File: config.mk
export PLATFORM = sky130hd
export DESIGN_NAME = note_sequencer
export DESIGN_NICKNAME = d
export VERILOG_FILES = /design/src/rtl/note_seq_pkg.sv /design/src/rtl/tick_prescaler.sv /design/src/rtl/note_sequencer.sv
export SDC_FILE = /design/constraint.sdc
export NUM_CORES = 1
export LEC_CHECK = 0
export ABC_AREA = 1
export CAP_MARGIN = 20
export CORE_UTILIZATION = 60
export DETAILED_ROUTE_END_ITERATION = 16
export PLACE_DENSITY = 0.88
export SLEW_MARGIN = 5
export SYNTH_ARGS = -nofsm -noshare
export SYNTH_HDL_FRONTEND = slang
export SYNTH_HIERARCHICAL = 1
export SYNTH_SLANG_ARGS = --single-unit
File: constraint.sdc
create_clock -name clk -period 4 [get_ports clk]
set_input_delay 0.8 -clock clk [delete_from_list [all_inputs] [get_ports clk]]
set_output_delay 0.8 -clock clk [all_outputs]
set_load 0.03 [all_outputs]
File: src/rtl/note_seq_pkg.sv
// note_seq_pkg: shared state encoding and note-table entry layout
package note_seq_pkg;
  typedef enum logic [1:0] {IDLE, LOAD, PLAY, GAP} state_t;
  localparam int N_W = 10;
  localparam int VOL_W = 8;
  localparam int DUR_W = 8;
  localparam int DUR_LSB = 0;
  localparam int VOL_LSB = DUR_LSB + DUR_W;
  localparam int N_LSB = VOL_LSB + VOL_W;
  localparam int ENTRY_W = N_W + VOL_W + DUR_W;
endpackage

File: src/rtl/tick_prescaler.sv
// tick_prescaler: free-running 0..TICK_DIV-1 counter, tick high on the wrap cycle
module tick_prescaler #(
  parameter int TICK_DIV = 50000,
  localparam int W = $clog2(TICK_DIV)
) (
  input  logic clk,
  input  logic rst_n,
  input  logic clear,
  output logic tick
);
  logic [W-1:0] cnt;
  assign tick = cnt == W'(TICK_DIV - 1);
  // count up, wrap on tick, hold at zero while cleared
  always_ff @(posedge clk)
    if (!rst_n || clear) cnt <= '0;
    else cnt <= tick ? '0 : cnt + W'(1);
endmodule

File: src/rtl/note_sequencer.sv
// note_sequencer: plays a register-file note table as N/volume pairs with gaps
module note_sequencer
  import note_seq_pkg::*;
#(
  parameter int DEPTH = 16,
  parameter int TICK_DIV = 50000,
  localparam int IW = $clog2(DEPTH)
) (
  input  logic               clk,
  input  logic               rst_n,
  input  logic               start,
  input  logic               stop,
  input  logic               loop_en,
  input  logic               wr_en,
  input  logic [IW-1:0]      wr_addr,
  input  logic [ENTRY_W-1:0] wr_data,
  output logic [N_W-1:0]     N,
  output logic [VOL_W-1:0]   volume,
  output logic               busy,
  output logic               done,
  output logic [IW-1:0]      note_idx
);
  state_t state, state_nx;
  logic [ENTRY_W-1:0] table_q [DEPTH];
  logic [IW-1:0] idx_nx;
  logic [DUR_W-1:0] dcnt;
  logic [VOL_W-1:0] vol_q;
  logic done_nx, tick;
  logic [ENTRY_W-1:0] entry;
  logic [DUR_W-1:0] e_dur;
  assign entry = table_q[note_idx];
  assign e_dur = entry[DUR_LSB +: DUR_W];
  assign busy = state != IDLE;
  assign volume = state == PLAY ? vol_q : '0;
  tick_prescaler #(.TICK_DIV(TICK_DIV)) u_pre (
    .clk   (clk),
    .rst_n (rst_n),
    .clear (state == IDLE || state == LOAD),
    .tick  (tick)
  );
  // next state, next index and completion pulse; stop overrides everything when busy
  always_comb begin
    state_nx = state;
    idx_nx = note_idx;
    done_nx = 1'b0;
    if (stop && state != IDLE) state_nx = IDLE;
    else
      case (state)
        IDLE: if (start && !stop) begin
          state_nx = LOAD;
          idx_nx = '0;
        end
        LOAD: if (e_dur != '0) state_nx = PLAY;
        else if (loop_en && note_idx != '0) idx_nx = '0;
        else begin
          state_nx = IDLE;
          done_nx = 1'b1;
        end
        PLAY: if (tick && dcnt == DUR_W'(1)) state_nx = GAP;
        GAP: if (tick) begin
          if (note_idx != IW'(DEPTH - 1)) begin
            state_nx = LOAD;
            idx_nx = note_idx + IW'(1);
          end else if (loop_en) begin
            state_nx = LOAD;
            idx_nx = '0;
          end else begin
            state_nx = IDLE;
            done_nx = 1'b1;
          end
        end
      endcase
  end
  // state register
  always_ff @(posedge clk)
    if (!rst_n) state <= IDLE;
    else state <= state_nx;
  // datapath: index, latched note, duration countdown, table writes while idle
  always_ff @(posedge clk)
    if (!rst_n) begin
      note_idx <= '0;
      N <= '0;
      vol_q <= '0;
      dcnt <= '0;
      done <= 1'b0;
      for (int i = 0; i < DEPTH; i++) table_q[i] <= '0;
    end else begin
      note_idx <= idx_nx;
      done <= done_nx;
      if (state == LOAD && e_dur != '0) begin
        N <= entry[N_LSB +: N_W];
        vol_q <= entry[VOL_LSB +: VOL_W];
        dcnt <= e_dur;
      end else if (state == PLAY && tick) dcnt <= dcnt - DUR_W'(1);
      if (wr_en && state == IDLE) table_q[wr_addr] <= wr_data;
    end
endmodule

==> flow_summary_export.csv, run 1 <==
group,metric,value,unit
detailed_routing,ant_nets,0,
clock_tree,cts_max_level,2,
synthesis,ys_ff_latch,469,
floorplanning,die_h,190,µm
pwr,peakVddDrop,1.04,mV
synthesis,yosys_warnings,6,
detailed_routing,vias_per_cell,6.17,
pwr,power_density,651,mW/mm²
place,gp_congestion,0.937,
synthesis,yosysSeqAreaShare,64.1,%
global_route,grt_max_degree,151,
floorplanning,core_area,0.0346,mm²
setup_path,crit_required,4.50,ns
worst_hold_path,worstHoldStart,"vol_q[4]$_SDFFE_PN0P_",
floorplanning,die_width,190,µm
floorplanning,rows,68,
clock_tree,cts_hold_buf,0,
setup_path,cp-start-kind,"flip-flop",
floorplanning,start_util,61.1,%
clock_tree,cts_tree,"done",
synthesis,syn-cell-area,0.0211,mm²
synthesis,synth_fa_ha_area_share,0.296,%
clock_tree,cts_root_buffer,"clkbuf_16",
global_route,grt_pass1_wl,89100,µm
place,dp_hpwl,35400,µm
clock_tree,cts.sinks,469,
timing,fin_crit,3.21,ns
setup_path,reg2reg_depth,12,
synthesis,yosys.area_share.simple,20.9,%
clock_tree,clockBufferDepth,3,
synthesis,synth-xor-area-share,0.414,%
setup_path,crit_path_frequent_cell,"nand2_1",
setup_path,cp.arrival,3.72,ns
pwr,leakage,9.28,nW
timing,slew_headroom,38.3,%
synthesis,async_reset_ff_share,0,%
global_route,grt_pass1_vias,16100,
final_layout,diodes,0,
timing,fmax,311,MHz
synthesis,synth_top_family_by_area,"simple AND/OR/NAND/NOR gates",
timing,clock_skew,0.0246,ns
worst_hold_path,hp-class,"reg -> reg",
final_layout,synthToLayoutAreaGrowth,11.3,%
synthesis,synth-compound-area-share,8.41,%
clock_tree,clkLatencyLatePin,0.57,ns
timing,setup_viol,0,
timing,grt_setup_unrepaired,"false",
clock_tree,post_cts_buffers,0,
detailed_routing,wl,57900,µm
setup_path,timing.rr.end,"vol_q[3]$_SDFFE_PN0P_",
detailed_routing,drcViolationCount,0,
detailed_routing,via_count,16600,
timing,timing.final.hold_violations,0,
timing,post-route-period-util,80.4,%
timing,worst_slew_pin_slew,0.924,ns
detailed_routing,first_iter_violations,2121,
floorplanning,die-area,0.0360,mm²
setup_path,criticalPathCategory,"reg -> reg",
worst_hold_path,min_to,"vol_q[4]$_SDFFE_PN0P_",
clock_tree,cts_resized,0,
worst_hold_path,hold_depth,2,
setup_path,cpPeakStageDelay,0.81,ns
global_route,overflow,0,
global_route,track_usage,32.5,%
pwr,p_total,15.3,mW
setup_path,r2r_slack,0.79,ns
synthesis,ys.flop_type,"edfxtp_1",
outcome,outcome,"finished clean",
timing,finalSetupTns,0,ns
synthesis,synth_edf_count,416,
detailed_routing,drtPass1Iterations,6,
setup_path,crit_fanout,27,
clock_tree,cts_made_buffers,47,
synthesis,muxShareOfSynthArea,0,%
final_layout,layout-drive-gt1-share,6.42,%
synthesis,synthesis.nets,2235,
clock_tree,path_clk_slew,0.06,ns
synthesis,ys_types,38,
final_layout,nets,2245,
synthesis,syn_area_per_cell,9.64,µm²
detailed_routing,avgRoutedWirePerCell,21.5,µm
timing,slew_violations,0,
synthesis,syn-instance-count,2194,
run,drv_cap,0,
setup_path,endpoint_kind,"flip-flop",
floorplanning,ios,60,
final_layout,n_fill_cell,2388,
global_route,antenna_found_initial,0,
setup_path,cp_slowest_cell,"clkinv_1",
setup_path,crit_chain,"buf_4, clkinv_1, nand3_1, nand2_1, nor2_1, nand2_1, inv_1, nand2_1, nand2_2, buf_4, o21ai_0, a21oi_1",
place,io_buffers,59,
[metal layers]
layer / wire length (µm) / global-route usage [%] / share of wire [%]
met1: 19700 / 40.0 / 34
met2: 28400 / 54.7 / 49
met3: 6430 / 5.63 / 11
met4: 3320 / 18.1 / 5.7
met5: 0 / 0 / 0
[Yosys cell counts (3+ instances only)]
| master | instances | area [µm²] |
|---|---|---|
| o21ai_0 | 147 | 736 |
| a32o_1 | 9 | 90.1 |
| nand2_2 | 4 | 25.0 |
| inv_1 | 140 | 526 |
| clkbuf_1 | 115 | 432 |
| o21ai_1 | 22 | 110 |
| dfxtp_1 | 53 | 1060 |
| xor2_1 | 9 | 78.8 |
| o211ai_1 | 7 | 52.6 |
| a31o_2 | 4 | 35.0 |
| o221ai_1 | 54 | 473 |
| nand2_1 | 321 | 1200 |
| buf_6 | 9 | 101 |
| nand4_1 | 7 | 43.8 |
| edfxtp_1 | 416 | 12500 |
| o22ai_1 | 9 | 56.3 |
| a21oi_1 | 36 | 180 |
| buf_2 | 25 | 125 |
| buf_4 | 3 | 22.5 |
| nor3_1 | 9 | 45.0 |
| nor2_2 | 4 | 25.0 |
| nand3_1 | 109 | 546 |
| nor2_1 | 654 | 2450 |
| ha_1 | 5 | 62.6 |
| inv_2 | 5 | 18.8 |
[how the worst max path moves through the flow]
stage / to / cells past startpoint / slack (ns) / from
2_1_floorplan: table_q[0][0]$_SDFFCE_PN0P_ / 6 / 1.09 / rst_n
3_3_place_gp: table_q[4][23]$_SDFFCE_PN0P_ / 6 / 0.86 / wr_en
3_5_place_dp: table_q[4][23]$_SDFFCE_PN0P_ / 6 / 0.74 / wr_en
4_1_cts: vol_q[3]$_SDFFE_PN0P_ / 12 / 0.88 / flip-flop
5_1_grt: vol_q[3]$_SDFFE_PN0P_ / 12 / 0.50 / flip-flop
6_report: vol_q[3]$_SDFFE_PN0P_ / 12 / 0.79 / flip-flop
[stage by stage]
stage               instance area, µm²  hold WS, ns  setup slack [ns]  utilization (%)  cells
global placement                 22100        0.441             0.855             63.8   2610
global route                     23500        0.478             0.495             68.0   2697
CTS                              23500        0.459             0.878             68.0   2697
detailed placement               22100        0.448             0.741             63.8   2610
floorplan                        21100        0.430              1.09                -   2194
finish                           23500        0.460             0.785             68.0   2697
[cell usage in the layout, fill, tap and decap left out, types with 19 or more instances in the layout]
cell type,instances
nor2_1,654
edfxtp_1,416
nand2_1,321
o21ai_0,147
inv_1,140
nand3_1,109
clkdlybuf4s50_1,58
o221ai_1,54
buf_4,51
dfxtp_1,50
clkbuf_16,48
a21oi_1,36
o21ai_1,22
clkbuf_1,19
[area by class of cell]
cell class	count	area (µm²)	share of cell area [%]
timing repair buffer	116	1090	4.62
clock inverter	20	159	0.675
sequential	469	13600	57.6
inverter	146	554	2.35
multi-input combinational	1424	6340	26.9
tap	455	569	2.42
clock buffer	67	1270	5.41
[registers in the layout (all words and copies together) (netlist names), named ones only]
register,cells
done,1
dcnt,8
N,10
table_q,416
note_idx,4
vol_q,8
state,1
u_pre/cnt,16
[critical path, delay by kind of cell, from the launching register on]
kind	cells	cell delay [ns]
AND/OR/NAND/NOR	6	0.96
AO/OA/AOI/OAI	2	0.28
flip-flops	1	0.31
buffers and inverters	4	1.59
[power by group]
group	internal [mW]	switching, mW
logic	1.53	3.76
registers	5.66	0.184
clock network	2.35	1.84
[logic make-up (layout without fill, tap and decap cells)]
family          count (synthesis)  in the layout
flops                         469            469
simple gates                 1116           1116
compound gates                293            293
xor+xnor                       10             10
fa+ha+maj                       5              5
buf+inv                       301            349
(Power assumes the default switching activity.)
==> run 2: changes to the inputs <==
--- a/config.mk
+++ b/config.mk
@@ -7,9 +7,9 @@
 export LEC_CHECK = 0
 export ABC_AREA = 1
 export CAP_MARGIN = 20
-export CORE_UTILIZATION = 60
+export CORE_UTILIZATION = 56
 export DETAILED_ROUTE_END_ITERATION = 16
-export PLACE_DENSITY = 0.88
+export PLACE_DENSITY = 0.86
 export SLEW_MARGIN = 5
 export SYNTH_ARGS = -nofsm -noshare
 export SYNTH_HDL_FRONTEND = slang
==> constraint.sdc (replaced) <==
create_clock -name clk -period 2.85 [get_ports clk]
set_input_delay 0.57 -clock clk [delete_from_list [all_inputs] [get_ports clk]]
set_output_delay 0.57 -clock clk [all_outputs]
set_load 0.03 [all_outputs]
==> run 2 against run 1 <==
Against the previous run:
- sequential power up 41%
- global-route usage down 2.6 points
- setup slack worse by 0.66 ns
- clock-buffer cell count down 2
- sequential cell count unchanged
- via count up 1.6%
- cell count up 2.4%
- routed wire length up 0.41%
- total power up 44%
- clock skew down 0.0045 ns
- core utilization down 3.0 points
- critical path type is now reg -> out
- largest cell class unchanged
==> flow_summary_export.csv, run 2 (synthesized netlist as in run 1, its figures left out) <==
group,metric,value,unit
pwr,internal-power,13.8,mW
clock_tree,post_cts_buffers,0,
pwr,p_total,22.1,mW
global_route,grt_pass1_vias,16300,
pwr,power_density,922,mW/mm²
global_route,overflow,0,
worst_hold_path,worstHoldStart,"vol_q[7]$_SDFFE_PN0P_",
pwr,peakVddDrop,0.617,mV
setup_path,cp_slowest_cell,"clkdlybuf4s50_1",
floorplanning,ios,60,
floorplanning,start_util,57.3,%
worst_hold_path,hold_depth,2,
timing,worst_slew_pin_slew,0.813,ns
global_route,grt_max_degree,128,
worst_hold_path,min_to,"vol_q[7]$_SDFFE_PN0P_",
setup_path,critPathBufInv,3,
floorplanning,die_width,196,µm
clock_tree,cts_resized,0,
setup_path,reg2reg_depth,14,
pwr,seqPwrFrac,37.3,%
timing,fmax,367,MHz
outcome,outcome,"finished clean",
run,drv_cap,0,
pwr,p_clk_share,28.3,%
timing,timing.final.hold_violations,0,
pwr,combPwrFrac,34.4,%
pwr,leakage,9.54,nW
final_layout,top_regs,"table_q (416), u_pre/cnt (16), N (10)",
detailed_routing,via_count,16900,
place,dpl_worst_slack,0.194,ns
setup_path,cp-start-kind,"flip-flop",
timing,finalSetupTns,0,ns
timing,grt_setup_unrepaired,"false",
final_layout,largest_register_ffs,416,
floorplanning,rows,70,
global_route,antenna_found_initial,0,
setup_path,r2r_slack,0.19,ns
final_layout,top_register,"table_q",
timing,setup_viol,0,
clock_tree,clockBufferDepth,3,
clock_tree,cts_tree,"done",
worst_hold_path,hp-class,"reg -> reg",
global_route,track_usage,29.9,%
final_layout,final_common_cell,"nor2_1",
timing,worst_slack,0.124,ns
place,gp_congestion,0.933,
clock_tree,cts_root_buffer,"clkbuf_16",
clock_tree,cts_made_buffers,46,
place,dpl.cell_count,2676,
global_route,grt_pass1_wl,88100,µm
timing,slew_headroom,45.8,%
floorplanning,die-area,0.0385,mm²
place,dp_hpwl,35500,µm
final_layout,synthToLayoutAreaGrowth,13.2,%
detailed_routing,first_iter_violations,2544,
setup_path,crit_family,"buffers and inverters",
clock_tree,cts_max_level,2,
timing,post-route-period-util,95.7,%
final_layout,mostFrequentLayoutCells,"nor2_1, edfxtp_1, nand2_1",
setup_path,cpPeakStageDelay,0.68,ns
detailed_routing,wl,58100,µm
setup_path,cp.arrival,2.16,ns
detailed_routing,avgRoutedWirePerCell,21.0,µm
setup_path,crit_fanout,11,
pwr,sw_frac_of_total,37.4,%
final_layout,n_fill_cell,2621,
timing,fin_crit,2.73,ns
final_layout,final_cells,2763,
final_layout,final_util,64.9,%
place,io_buffers,59,
setup_path,endpoint_kind,"output port",
detailed_routing,ant_nets,0,
setup_path,criticalPathCategory,"reg -> out",
clock_tree,path_clk_slew,0.06,ns
final_layout,diodes,0,
pwr,power.switching,8.26,mW
detailed_routing,drcViolationCount,0,
floorplanning,core_area,0.0369,mm²
clock_tree,cts.sinks,469,
detailed_routing,drtPass1Iterations,8,
clock_tree,cts_hold_buf,0,
setup_path,timing.rr.end,"dcnt[2]$_SDFFE_PN0P_",
setup_path,crit_chain,"inv_1, nor2_1, inv_1, nor2_1, clkdlybuf4s50_1",
timing,slew_violations,0,
clock_tree,clkLatencyLatePin,0.58,ns
floorplanning,die_h,196,µm
final_layout,layout-drive-gt1-share,7.70,%
detailed_routing,vias_per_cell,6.12,
setup_path,crit_required,2.28,ns
timing,clock_skew,0.0201,ns
final_layout,nets,2262,
-- run 2: changes by cell type in the layout (fill, tap and decap cells not counted), sizes merged --
cell | before | now
buf | 58 | 75
clkdlybuf4s50 | 58 | 54
dlymetal6s2s | 0 | 4
bufinv | 2 | 5
clkbuf | 67 | 66
clkinv | 16 | 15
inv | 145 | 144
-- run 2: area by class of cell --
cell class	instances	area [µm²]	share of cell area, %
multi-input combinational	1424	6340	26.5
timing repair buffer	134	1310	5.47
inverter	146	557	2.33
clock buffer	65	1290	5.40
tap	504	631	2.63
clock inverter	21	255	1.07
sequential	469	13600	56.6
-- run 2: worst reg2reg max path: cells and delay by family (launching register included) --
| kind | cells | cell delay (ns) |
|---|---|---|
| simple gates | 9 | 1.21 |
| flops | 1 | 0.41 |
| buf+inv | 3 | 0.69 |
| compound gates | 2 | 0.29 |
-- run 2: power by group through the flow --
stage / Sequential [mW] / Clock [mW] / Combinational, mW
global route: 8.27 / 6.49 / 8.13
CTS: 8.20 / 6.24 / 7.26
finish: 8.23 / 6.24 / 7.60
global placement: 8.31 / 0 / 6.99
detailed placement: 8.33 / 0 / 7.19
floorplan: 8.40 / 0 / 4.83
-- run 2: worst max-delay path by stage --
stage / end / from / slack [ns] / cells after the start
after detailed placement: table_q[12][4]$_SDFFCE_PN0P_ / wr_en / 0.19 / 6
final: volume[3] / flip-flop / 0.12 / 5
after CTS: volume[1] / flip-flop / 0.10 / 5
after floorplan: table_q[1][0]$_SDFFCE_PN0P_ / rst_n / 0.17 / 6
after global routing: dcnt[6]$_SDFFE_PN0P_ / flip-flop / 0.004 / 14
after global placement: table_q[14][12]$_SDFFCE_PN0P_ / wr_en / 0.31 / 6
-- run 2: metrics by stage --
stage	instance area [µm²]	hold WS (ns)
after floorplan	21100	0.430
after global placement	22300	0.442
after detailed placement	22300	0.449
after CTS	23900	0.461
after global routing	23900	0.483
final	23900	0.462
-- run 2: routing by layer --
metal | vias up | wire [µm] | global-route usage [%]
met3 | 247 | 7550 | 6.31
met4 | 0 | 2940 | 15.0
met5 | - | 0 | 0
li1 | 7405 | - | -
met2 | 1355 | 27800 | 49.5
met1 | 7897 | 19800 | 37.2
